<file path="config.mk">
export PLATFORM = sky130hd
export DESIGN_NAME = mult_div_unit
export DESIGN_NICKNAME = d
export VERILOG_FILES = /design/src/rtl/mult_div_unit.sv
export SDC_FILE = /design/constraint.sdc
export NUM_CORES = 1
export LEC_CHECK = 0
export ABC_AREA = 0
export CORE_MARGIN = 2
export CORE_UTILIZATION = 30
export CTS_CLUSTER_DIAMETER = 40
export DETAILED_ROUTE_END_ITERATION = 8
export GPL_TIMING_DRIVEN = 0
export PLACE_DENSITY = 0.59
export SYNTH_ARGS = -nofsm -noshare
export SYNTH_HDL_FRONTEND = slang
export SYNTH_SLANG_ARGS = --single-unit
</file>
<file path="constraint.sdc">
create_clock -name clk -period 4.7 [get_ports clk]
set_input_delay 0.94 -clock clk [delete_from_list [all_inputs] [get_ports clk]]
set_output_delay 0.94 -clock clk [all_outputs]
set_load 0.005 [all_outputs]
</file>
<file path="src/rtl/mult_div_unit.sv">
// Purpose: multicycle signed multiply (radix-2 Booth) and divide (restoring) engine; optional MULTDIV_UNSIGNED_EN adds Is_Unsigned (multu/divu).
// Latency: a start sampled at edge k gives a Done pulse in the cycle after edge k+WIDTH+1 (33 cycles for WIDTH=32).
// Backpressure: none; starts are accepted only in IDLE and ignored while Busy, and a divide by zero pulses Zero_Div instead of running.
module mult_div_unit #(
    parameter int WIDTH    = 32,
    parameter int CNT_BITS = 6
) (
    input  logic             clk,
    input  logic             Reset_In,
    input  logic             Mult_Start,
    input  logic             Div_Start,
    input  logic [WIDTH-1:0] A,
    input  logic [WIDTH-1:0] B,
`ifdef MULTDIV_UNSIGNED_EN
    input  logic             Is_Unsigned,
`endif
    output logic [WIDTH-1:0] Mult_Hi,
    output logic [WIDTH-1:0] Mult_Lo,
    output logic [WIDTH-1:0] Div_Hi,
    output logic [WIDTH-1:0] Div_Lo,
    output logic             Busy,
    output logic             Done,
    output logic             Zero_Div
);

    typedef enum logic [1:0] {
        S_IDLE,
        S_MULT,
        S_DIV,
        S_FINISH
    } state_t;

    state_t state, state_nxt;

    logic is_unsigned;
`ifdef MULTDIV_UNSIGNED_EN
    assign is_unsigned = Is_Unsigned;
`else
    assign is_unsigned = 1'b0;
`endif

    logic [CNT_BITS-1:0] cnt;
    logic                start_mult;
    logic                start_div;
    logic                zero_div_req;
    logic                last_iter;
    logic                op_is_div;

    // Booth datapath. The accumulator carries two guard bits above WIDTH so that
    // adding or subtracting the most negative multiplicand (or a zero-extended
    // unsigned one) never wraps before the arithmetic shift.
    logic [WIDTH+1:0] acc;
    logic [WIDTH-1:0] mlo;
    logic             booth_q;
    logic [WIDTH:0]   mcand;
    logic             mult_fix;
    logic [WIDTH+1:0] mc_ext;
    logic [WIDTH+1:0] booth_sum;
    logic [WIDTH-1:0] mult_hi_fin;

    // Restoring divider on magnitudes; the quotient shifts in where the dividend shifts out.
    logic [WIDTH-1:0] rem;
    logic [WIDTH-1:0] quo;
    logic [WIDTH-1:0] dvsr;
    logic             neg_q;
    logic             neg_r;
    logic [WIDTH:0]   div_shift;
    logic [WIDTH:0]   div_diff;
    logic             div_ge;
    logic [WIDTH-1:0] quo_fin;
    logic [WIDTH-1:0] rem_fin;

    logic a_neg;
    logic b_neg;
    logic unused_bits;

    assign a_neg = !is_unsigned && A[WIDTH-1];
    assign b_neg = !is_unsigned && B[WIDTH-1];

    // Start decode and next state; multiply wins when both starts arrive together.
    always_comb begin
        state_nxt    = state;
        start_mult   = 1'b0;
        start_div    = 1'b0;
        zero_div_req = 1'b0;
        last_iter    = (cnt == CNT_BITS'(WIDTH - 1));
        case (state)
            S_IDLE: begin
                if (Mult_Start) begin
                    start_mult = 1'b1;
                    state_nxt  = S_MULT;
                end else if (Div_Start) begin
                    if (B == '0) begin
                        zero_div_req = 1'b1;
                    end else begin
                        start_div = 1'b1;
                        state_nxt = S_DIV;
                    end
                end
            end
            S_MULT, S_DIV: begin
                if (last_iter) begin
                    state_nxt = S_FINISH;
                end
            end
            S_FINISH: state_nxt = S_IDLE;
            default:  state_nxt = S_IDLE;
        endcase
    end

    // One Booth step: examine the low multiplier bit and the previous one, add/subtract the multiplicand.
    always_comb begin
        mc_ext = {mcand[WIDTH], mcand};
        case ({mlo[0], booth_q})
            2'b01:   booth_sum = acc + mc_ext;
            2'b10:   booth_sum = acc - mc_ext;
            default: booth_sum = acc;
        endcase
    end

    assign div_shift = {rem, quo[WIDTH-1]};
    assign div_diff  = div_shift - {1'b0, dvsr};
    assign div_ge    = (div_shift >= {1'b0, dvsr});

    // An unsigned multiplier with its top bit set was treated as negative by Booth; adding A*2^WIDTH restores it.
    assign mult_hi_fin = acc[WIDTH-1:0] + (mult_fix ? mcand[WIDTH-1:0] : '0);
    // Truncating division: quotient negated on sign mismatch, remainder follows the dividend.
    assign quo_fin     = neg_q ? -quo : quo;
    assign rem_fin     = neg_r ? -rem : rem;

    assign unused_bits = ^{acc[WIDTH+1:WIDTH], div_diff[WIDTH]};

    // FSM state register.
    always_ff @(posedge clk) begin
        if (Reset_In) begin
            state <= S_IDLE;
        end else begin
            state <= state_nxt;
        end
    end

    // Operand capture, iteration counter and per-cycle Booth / restoring steps.
    always_ff @(posedge clk) begin
        if (Reset_In) begin
            cnt       <= '0;
            op_is_div <= 1'b0;
            acc       <= '0;
            mlo       <= '0;
            booth_q   <= 1'b0;
            mcand     <= '0;
            mult_fix  <= 1'b0;
            rem       <= '0;
            quo       <= '0;
            dvsr      <= '0;
            neg_q     <= 1'b0;
            neg_r     <= 1'b0;
        end else if (start_mult) begin
            cnt       <= '0;
            op_is_div <= 1'b0;
            acc       <= '0;
            mlo       <= B;
            booth_q   <= 1'b0;
            mcand     <= {a_neg, A};
            mult_fix  <= is_unsigned && B[WIDTH-1];
        end else if (start_div) begin
            cnt       <= '0;
            op_is_div <= 1'b1;
            rem       <= '0;
            quo       <= a_neg ? -A : A;
            dvsr      <= b_neg ? -B : B;
            neg_q     <= a_neg ^ b_neg;
            neg_r     <= a_neg;
        end else if (state == S_MULT) begin
            cnt     <= cnt + CNT_BITS'(1);
            acc     <= {booth_sum[WIDTH+1], booth_sum[WIDTH+1:1]};
            mlo     <= {booth_sum[0], mlo[WIDTH-1:1]};
            booth_q <= mlo[0];
        end else if (state == S_DIV) begin
            cnt <= cnt + CNT_BITS'(1);
            rem <= div_ge ? div_diff[WIDTH-1:0] : div_shift[WIDTH-1:0];
            quo <= {quo[WIDTH-2:0], div_ge};
        end
    end

    // Result registers and status flags; each result pair only changes when its own operation finishes.
    always_ff @(posedge clk) begin
        if (Reset_In) begin
            Mult_Hi  <= '0;
            Mult_Lo  <= '0;
            Div_Hi   <= '0;
            Div_Lo   <= '0;
            Busy     <= 1'b0;
            Done     <= 1'b0;
            Zero_Div <= 1'b0;
        end else begin
            Done     <= 1'b0;
            Zero_Div <= zero_div_req;
            if (start_mult || start_div) begin
                Busy <= 1'b1;
            end
            if (state == S_FINISH) begin
                Busy <= 1'b0;
                Done <= 1'b1;
                if (op_is_div) begin
                    Div_Hi <= rem_fin;
                    Div_Lo <= quo_fin;
                end else begin
                    Mult_Hi <= mult_hi_fin;
                    Mult_Lo <= mlo;
                end
            end
        end
    end

endmodule

</file>
After elaboration in Yosys (flattened, before gate mapping)
Cells that the tools add are included.
Word-level totals
  flip-flop bits (word level): 336
  input bits: 68
Operators by class
  add/sub/neg operators: 8
  magnitude comparators: 1
  eq/ne operators: 11
  multiplexer cells: 30
  bitwise operators: 6
  reductions and logical operators: 18
Operators by type and width (count)
  2-to-1 mux 32 bit: 14
  negation 32 bit: 4
  one-hot mux 34 bit (2 select lines): 1
  adder 33 x 32 -> 34 bit: 1
  subtractor 33 x 32 -> 34 bit: 1
  >= comparator 33 x 32 -> 1 bit: 1
  logical NOT 32 bit: 1
  subtractor 32 bit: 1
  2-to-1 mux 6 bit: 2
  AND reduction 2 bit: 5
  2-to-1 mux 1 bit: 8
  2-to-1 mux 2 bit: 4
  adder 6 x 1 -> 6 bit (second input constant): 1
  == test 2 bit (second input constant): 3
  == test 6 x 5 -> 1 bit (second input constant): 1
  != test 2 bit (second input constant): 3
  != test 3 bit (second input constant): 2
  one-hot mux 2 bit (3 select lines): 1
  AND reduction 3 bit: 2
  nonzero test 2 bit: 3
  OR reduction 2 bit: 3
  inverter 1 bit: 5
  == test 2 x 1 -> 1 bit (second input constant): 2
  OR reduction 4 bit: 1
  4 further kinds: 4

Longest topological paths before layout
Gate-level depths: netlist (run 1).
  word-level depth: 7
  gate-level depth with buffers: 17
  gate-level depth less buffers: 17

Worst setup path after synthesis (run 1)
Ideal clock, no wire load.
  path kind: flip-flop to flip-flop
  start: register mcand[2]
  end: register acc[27]
  library setup time: 74 ps
  arrival time: 3719 ps
  required time: 4626 ps
  setup slack: 906 ps
  stages on the path, launching flop included: 15
  buffers on the path: 1
  period minus slack after synthesis: 3794 ps
  path through: dfxtp_1 > or3_1 > nor4_1 > and3_1 > nor2_1 > xnor2_1 > ha_1 > clkbuf_1 > nand4_1 > a2111oi_0 > nor2_1 > o311a_1 > nor4b_1 > nor3_1 > a31oi_1
Between the ends
  longest elaborated chain between the ends: 2
  elaborated cells between the ends (all ways): 3
  classes of those cells: add/sub (2); mux (1)
Ends and longest elaborated chain
  from (decl): line 55  | logic [WIDTH:0] mcand;
  from (signal assigned): line 163  | mcand <= {a_neg, A};
  subtractor 33 x 32 -> 34 bit or adder 33 x 32 -> 34 bit (tied branches): line 116, 115
  one-hot mux 34 bit (2 select lines) (*): line 114  | case ({mlo[0], booth_q})
  to (signal assigned): line 175  | acc <= {booth_sum[WIDTH+1], booth_sum[WIDTH+1:1]};
  to (decl): line 52  | logic [WIDTH+1:0] acc;
Mark *: on every way between the ends. The rest lies on a longest branch, timed or not.
A chain may end at the register's enable or synchronous reset.

Worst setup path in the final report (run 1)
  start: register mcand[6]
  end: register, netlist name acc[32]
Between the ends
  longest elaborated chain between the ends: 2
  elaborated cells between the ends (all ways): 3
  classes of those cells: add/sub (2); mux (1)
Ends and longest elaborated chain (line)
  subtractor 33 x 32 -> 34 bit or adder 33 x 32 -> 34 bit (tied branches): 116, 115
  one-hot mux 34 bit (2 select lines) (*): 114
Marked as above.

==> summary.md, run 1 <==
| Metric | Value |
|---|---|
| Initial antenna violation count | `11` |
| # clock sinks | `approximately 340` |
| Leak Pwr | `between 8 and 9 nW` |
| DP Cell Count | `between 3,000 and 4,000` |
| Detailed Route Iter0 Violations | `1,369` |
| Vias per cell | `5.08` |
| Yosys top cell by area | `dfxtp_1` |
| Max Cap Violations | `0` |
| Yosys top cell area share | `between 30% and 40%` |
| Clock H-tree levels | `3` |
| Internal | `roughly 8.4 mW` |
| Ys async rst share | `0%` |
| Max Slew Vio Count | `0` |
| Multiplexer share of the synthesized area | `between 1 and 1.5%` |
| Die ar. | `around 66,000 sq um` |
| Number of flops mapped to enable cells by yosys | `0` |
| Bufs and invs on worst path | `1` |
| Cell with the most instances after synthesis | `nand2_1` |
| Post-Layout Inst Area | `24,500 sq um` |
| F_max | `roughly 220 MHz` |
| Area after DPL | `22,300 sq um` |
| Sw Share | `between 40% and 50%` |
| CP startpoint kind | `flop` |
| Inserted Clock Buffers | `66` |
| Post-Synth XOR/XNOR Area | `under 10%` |
| Psw | `around 5.6 mW` |
| Clock transition at path regs | `0.05 ns` |
| CP endpoint kind | `flop` |
| Delay-heaviest family, CP | `simple AND/OR/NAND/NOR gates` |
| Clock latency on the worst-skew pair | `around 0.6 ns` |
| Util after Layout | `between 30 and 40%` |
| Die height | `about 260 um` |
| Postcts setup bufs | `0` |
| Crit path DAT | `slightly below 5 ns` |
| Clk network pwr share | `approximately a third` |
| Largest net degree at the start of global routing | `11` |
| Setup Skew | `~0.025 ns` |
| Simple-Gate Fraction of Synth Area | `about 21%` |
| Post-Syn Area | `around 19,000 sq um` |
| First-pass GRT wire length | `a little over 100 mm` |
| Post-Layout Cell Count | `3,661` |
| Sequential Power Share | `between 20% and 30%` |
| CP Max Fanout | `8` |
| RSZ-0062 raised after global routing | `true` |
| Seq/Total Area, Yosys | `between 30% and 40%` |
| Ports | `about 200` |
| Worst EP required | `about 5 ns` |
| Layout cells sized above 1 | `5.48%` |
| Clock root cell | `clkbuf_16` |
| Initial core utilization | `between 30% and 40%` |
| Top post-synthesis cells by area | `dfxtp_1 (35%), nand2_1 (8.4%), a21oi_1 (6.5%)` |
| Syn Inst Count | `2,500` |
| Largest family of logic cells by synthesized area | `compound AO/OA/AOI/OAI gates` |
| Synth Warn # | `0` |
| Detail Route Antenna Nets | `0` |
| CTS tree | `yes` |
| Resized cells post-CTS | `2` |
| PD cells | `approximately 570 nW/um^2` |
| Crit-path cells | `or4_1 > nor3_2 > and3_1 > a21oi_1 > xnor2_1 > ha_1 > clkbuf_1 > nand2_1 > nor3_1 > o211ai_1 > a211oi_1 > o21ai_0 > a21boi_0 > mux2i_1 > o21a_1 > nor3_2` |
| Port bufs | `195` |
| Total Routing Usage GR | `19.5%` |
| Via Count | `roughly 19,000` |
| CP dominant cell by count | `nor3_2` |
| Distinct cells, synth | `a little under 80` |
| Nets | `2,909` |
| Post-synth top flop | `dfxtp_1` |
| VDD IR max | `0.306 mV` |
| Synth Area in Adders | `between 5 and 6%` |
| Slew @ Worst Pin | `around 1.1 ns` |
| Hold Path Class | `flop to flop` |
| Area growth syn-to-layout | `27.4%` |
| CP max stage delay | `0.58 ns` |
| Slowest CP cell | `or4_1` |
| Clock buffer depth | `3` |
| Total grt overflow | `0` |
| Routed WL | `approximately 67 mm` |
| # rows | `92` |
| Routability cong. | `0.929` |
| Compound-gate portion of the synthesized area | `between 20% and 30%` |
| Hold Fails Final Rpt | `0` |
| CTS Hold Bufs | `0` |
| Tmin final | `~4.5 ns` |
| Pre-antenna DRT Iters | `5` |
| Max-Slew Margin vs Limit | `between 20 and 30%` |
| Detailed placement HPWL | `~51 mm` |
| Die Wd | `approximately 260 um` |
| Vias in the first global route | `17,539` |
| Final Cycle Share | `a little over nine tenths` |
| Yosys reg bits | `~340` |
| Crit path kind | `flop to flop` |
| Status | `finished, final reports clean` |
| Syn Nets | `around 2,600` |
| # DRC | `0` |
| Wire per inst | `18.3 um` |
| Comb pwr share | `40.4%` |
| Mapped Avg Cell Area | `7.70 sq um` |
| Synth cell count leaders | `nand2_1 (430), dfxtp_1 (336), nor2_1 (254)` |
| Final setup viols | `0` |
| Placeable Area | `63,300 sq um` |
==> metal layers <==
| layer | track usage [%] | vias up | share of wire (%) |
|---|---|---|---|
| met2 | 31.4 | 461 | 45 |
| met1 | 25.8 | 8634 | 47 |
| met5 | 0 | - | 0.090 |
| met4 | 7.11 | 10 | 3.1 |
| li1 | - | 9374 | - |
| met3 | 3.93 | 123 | 5.0 |
==> layout by cell type, fill, tap and decap left out, types with 69 or more instances in the layout <==
cell type / synthesis / layout
xor2_1: 119 / 119
nor2_1: 254 / 254
clkbuf_16: 0 / 69
clkbuf_1: 128 / 132
clkdlybuf4s50_1: 0 / 195
o21ai_0: 111 / 111
dfxtp_1: 336 / 336
xnor2_1: 86 / 86
nand2_1: 430 / 430
ha_1: 76 / 76
a211oi_1: 110 / 110
a21oi_1: 250 / 250
==> power groups by stage <==
stage | registers (mW) | clock network [mW] | logic, mW
floorplan | 3.53 | 0 | 4.15
global placement | 3.66 | 0 | 5.59
detailed placement | 3.66 | 0 | 5.56
CTS | 3.61 | 4.83 | 5.61
global route | 3.67 | 4.97 | 6.29
finish | 3.62 | 4.76 | 5.69
==> worst paths after layout <==
kind / startpoint / slack, ns / to / cells past startpoint
worst max-delay path: mcand[6] / 0.25 / acc[32] / 16
worst min register to register: Div_Lo[27] / 0.45 / Div_Lo[27] / 2
worst max register to register: mcand[6] / 0.25 / acc[32] / 16
worst min-delay path: Div_Lo[27] / 0.45 / Div_Lo[27] / 2
==> logic make-up after synthesis <==
family / Yosys count
AO/OA/AOI/OAI: 726
XOR/XNOR: 205
adder cells (fa/ha/maj): 78
buffers and inverters: 225
flip-flops: 336
multiplexers: 25
AND/OR/NAND/NOR: 905
==> worst min-delay path, cell delays in order (launching register included) <==
cell     delay (ns)
dfxtp_1        0.30
nand2_1        0.05
a21oi_1        0.05
==> flip-flops by register name, indices dropped and copies added, names as in the netlist <==
| name | flops |
|---|---|
| Div_Lo | 32 |
| Mult_Hi | 32 |
| Mult_Lo | 32 |
| acc | 33 |
| op_is_div | 1 |
| quo | 32 |
| neg_q | 1 |
| cnt | 6 |
| booth_q | 1 |
| Div_Hi | 32 |
| mlo | 32 |
| Zero_Div | 1 |
| state | 2 |
| Done | 1 |
| Busy | 1 |
| dvsr | 32 |
| neg_r | 1 |
| rem | 32 |
| mcand | 32 |
==> layout make-up <==
cell class | instances | area, sq um
multi-input cells | 1939 | 11700
inverters | 65 | 244
clock buffers | 80 | 1820
clock inverters | 34 | 410
flip-flops and latches | 336 | 6730
fillers | 6595 | 38800
repair buffers | 195 | 1950
well taps | 846 | 1060
plain buffers | 160 | 644
diodes | 6 | 15.0
==> stage by stage <==
step           setup TNS, ns  hold slack [ns]  power (mW)  worst slack (ns)
2_1_floorplan              0            0.432        7.68             0.906
3_3_place_gp          -0.360            0.442        9.25            -0.132
3_5_place_dp          -0.209            0.448        9.22            -0.118
4_1_cts                    0            0.454        14.1            0.0872
5_1_grt              -0.0491            0.475        14.9           -0.0470
6_report                   0            0.447        14.1             0.247
No activity file was read; power rests on OpenSTA's default activity.
==> run 2: changes to the inputs <==
--- a/config.mk
+++ b/config.mk
@@ -5,13 +5,13 @@
 export SDC_FILE = /design/constraint.sdc
 export NUM_CORES = 1
 export LEC_CHECK = 0
-export ABC_AREA = 0
+export ABC_AREA = 1
 export CORE_MARGIN = 2
 export CORE_UTILIZATION = 30
 export CTS_CLUSTER_DIAMETER = 40
 export DETAILED_ROUTE_END_ITERATION = 8
 export GPL_TIMING_DRIVEN = 0
-export PLACE_DENSITY = 0.59
+export PLACE_DENSITY = 0.58
 export SYNTH_ARGS = -nofsm -noshare
 export SYNTH_HDL_FRONTEND = slang
 export SYNTH_SLANG_ARGS = --single-unit
==> summary.md, run 2 <==
| Metric | Value |
|---|---|
| Status | `finished, violations left` |
| Failing checks | `DRC` |
| Ports | `approximately 200` |
| Initial antenna violation count | `3` |
| Die Wd | `approximately 280 um` |
| Detailed placement HPWL | `roughly 72 mm` |
| Hold Path Class | `flop to flop` |
| Clock H-tree levels | `2` |
| Clock root cell | `clkbuf_16` |
| DP Cell Count | `4,709` |
| Syn Nets | `about 3,700` |
| Internal | `9.19 mW` |
| Wire per inst | `~18 um` |
| Total Routing Usage GR | `23.0%` |
| Port bufs | `about 200` |
| CP startpoint kind | `flop` |
| Die height | `276 um` |
| Vias per cell | `4.98` |
| Crit path kind | `flop to flop` |
| Synth cell count leaders | `nand2_1 (815), nor2_1 (495), inv_1 (455)` |
| Post-synth top flop | `dfxtp_1` |
| Synth Warn # | `0` |
| Pre-CTS WS | `about 0.7 ns` |
| VDD IR max | `roughly 0.37 mV` |
| Leak Pwr | `12.5 nW` |
| Yosys reg bits | `roughly 340` |
| Routed WL | `~89 mm` |
| Bufs and invs on worst path | `4` |
| Top post-synthesis cells by area | `dfxtp_1 (30%), nand2_1 (14%), nor2_1 (8.4%)` |
| Hold Fails Final Rpt | `0` |
| Slowest CP cell | `nor3_1` |
| Post-Layout Cell Count | `roughly 4,800` |
| Seq/Total Area, Yosys | `30.4%` |
| Routability cong. | `roughly 0.98` |
| Final Cycle Share | `89.4%` |
| CTS Hold Bufs | `0` |
| Detail Route Antenna Nets | `0` |
| Inserted Clock Buffers | `57` |
| Nets | `about 4,000` |
| Die ar. | `approximately 76,000 sq um` |
| Commonest cells after routing, fill and taps aside | `nand2_1 (815), nor2_1 (495), inv_1 (455)` |
| Clock latency on the worst-skew pair | `about 0.64 ns` |
| Cell with the most instances after synthesis | `nand2_1` |
| RSZ-0062 raised after global routing | `false` |
| Placeable Area | `approximately 73,000 sq um` |
| Clk network pwr share | `about a quarter` |
| CP max stage delay | `between 0.5 and 0.6 ns` |
| Post-route setup slack | `between 0.4 and 0.5 ns` |
| Leading cell type in the layout, fill and taps excluded | `nand2_1` |
| Post-Syn Area | `22,200 sq um` |
| First-pass GRT wire length | `134 mm` |
| Yosys top cell by area | `dfxtp_1` |
| Comb pwr share | `about half` |
| Biggest register | `acc` |
| Crit-path cells | `ha_1 > inv_1 > clkbuf_1 > clkbuf_1 > o21ai_0 > xor2_1 > ha_1 > nand2_1 > nor2_1 > inv_1 > nor3_1 > nand4_1 > nand3_1 > nand2_1 > nand3_1 > nand2_1 > a21oi_1` |
| Max Cap Violations | `0` |
| # clock sinks | `roughly 340` |
| Psw | `8.19 mW` |
| Sequential Power Share | `a little under a quarter` |
| Largest net degree at the start of global routing | `16` |
| Mapped Avg Cell Area | `~6.2 sq um` |
| Clock buffer depth | `3` |
| Max-Slew Margin vs Limit | `26.7%` |
| Final setup viols | `0` |
| Yosys top cell area share | `30.4%` |
| Initial core utilization | `between 30% and 40%` |
| PD cells | `about 640 nW/um^2` |
| Syn Inst Count | `3,553` |
| Overall power | `17.4 mW` |
| Slew @ Worst Pin | `between 1 and 1.5 ns` |
| Max Slew Vio Count | `0` |
| CP dominant cell by count | `nand2_1` |
| CP endpoint kind | `flop` |
| Ys async rst share | `0%` |
| Clock transition at path regs | `0.06 ns` |
| Vias in the first global route | `22,791` |
| Hold_ws | `approximately 0.47 ns` |
| Antenna cells | `0` |
| Via Count | `24,001` |
| # rows | `99` |
| Detailed Route Iter0 Violations | `roughly 2,100` |
| CTS tree | `yes` |
| Layout cells sized above 1 | `around 5.7%` |
| Tmin final | `around 4.2 ns` |
| Total Negative Setup Slacks | `0 ns` |
| # DRC | `10` |
| Pre-antenna DRT Iters | `8` |
| Crit path DAT | `around 4.8 ns` |
| F_max | `about 240 MHz` |
| Distinct cells, synth | `49` |
| Resized cells post-CTS | `0` |
| Max FFs per register | `33` |
| Area growth syn-to-layout | `23.3%` |
| Number of flops mapped to enable cells by yosys | `0` |
| Postcts setup bufs | `0` |
| Delay-heaviest family, CP | `simple AND/OR/NAND/NOR gates` |
| Total grt overflow | `0` |
| Sw Share | `a little under half` |
| Worst EP required | `5.26 ns` |
| CP Max Fanout | `10` |
| Setup Skew | `about 0.028 ns` |
[run 2: area by class of cell]
class,instances,area (sq um)
buffer,148,678
clock buffer,68,1520
clock inverter,38,480
fill,8108,45800
inverter,475,1780
multi-input combinational,2594,13000
sequential,336,6730
tap,959,1200
timing repair buffer,197,1970
[run 2: cell families (layout without fill, tap and decap cells)]
| family | after synthesis | count (layout) | synth area share (%) |
|---|---|---|---|
| compound gates | 705 | 705 | 17.5 |
| xor+xnor | 121 | 121 | 4.78 |
| fa+ha+maj | 78 | 78 | 4.47 |
| buf+inv | 623 | 926 | 11.1 |
| flops | 336 | 336 | 30.4 |
| simple gates | 1690 | 1690 | 31.7 |
[run 2: power by group through the flow]
stage | Clock (mW) | Combinational [mW] | Sequential [mW]
detailed placement | 0 | 8.79 | 4.09
global placement | 0 | 8.78 | 4.10
CTS | 4.43 | 8.86 | 4.05
finish | 4.38 | 8.94 | 4.05
global route | 4.56 | 10.0 | 4.12
floorplan | 0 | 6.26 | 3.88
[run 2: worst paths after layout]
kind	start	endpoint	slack (ns)	cells after the start
worst min-delay path	booth_q	booth_q	0.47	2
worst min register to register	booth_q	booth_q	0.47	2
worst max-delay path	mlo[0]	acc[17]	0.50	17
worst max register to register	mlo[0]	acc[17]	0.50	17
[run 2: metrics by stage]
stage | util, % | area [sq um]
floorplan | - | 22200
global placement | 34.7 | 25300
detailed placement | 34.7 | 25300
CTS | 37.4 | 27300
global route | 37.4 | 27300
finish | 37.4 | 27300
[run 2: routing by layer]
| layer | track usage (%) | routed length [um] | vias to the layer above | part of all wire (%) |
|---|---|---|---|---|
| met2 | 36.4 | 39600 | 701 | 45 |
| met5 | 0 | 0 | - | 0 |
| met3 | 4.32 | 5870 | 106 | 6.6 |
| met1 | 31.7 | 41400 | 11183 | 46 |
| met4 | 6.58 | 2160 | 0 | 2.4 |
| li1 | - | - | 12011 | - |
[run 2: worst register-to-register path, stage by stage, from the launching register on]
cell	delay [ns]
dfxtp_1	0.35
ha_1	0.34
inv_1	0.17
clkbuf_1	0.37
clkbuf_1	0.42
o21ai_0	0.19
xor2_1	0.21
ha_1	0.40
nand2_1	0.11
nor2_1	0.14
inv_1	0.12
nor3_1	0.54
nand4_1	0.32
nand3_1	0.16
nand2_1	0.06
nand3_1	0.06
nand2_1	0.07
a21oi_1	0.11
==> run 3: changes to the inputs <==
==> constraint.sdc (replaced) <==
create_clock -name clk -period 4.7 [get_ports clk]
set_input_delay 0.47 -clock clk [delete_from_list [all_inputs] [get_ports clk]]
set_output_delay 0.47 -clock clk [all_outputs]
set_load 0.005 [all_outputs]
==> results of run 3 <==
The final DEF is identical to that of run 2. Status: finished, violations left: DRC.
Main changes from that run: hold slack 0.465 ns -> 0.334 ns; end point of the worst hold path booth_q -> Zero_Div
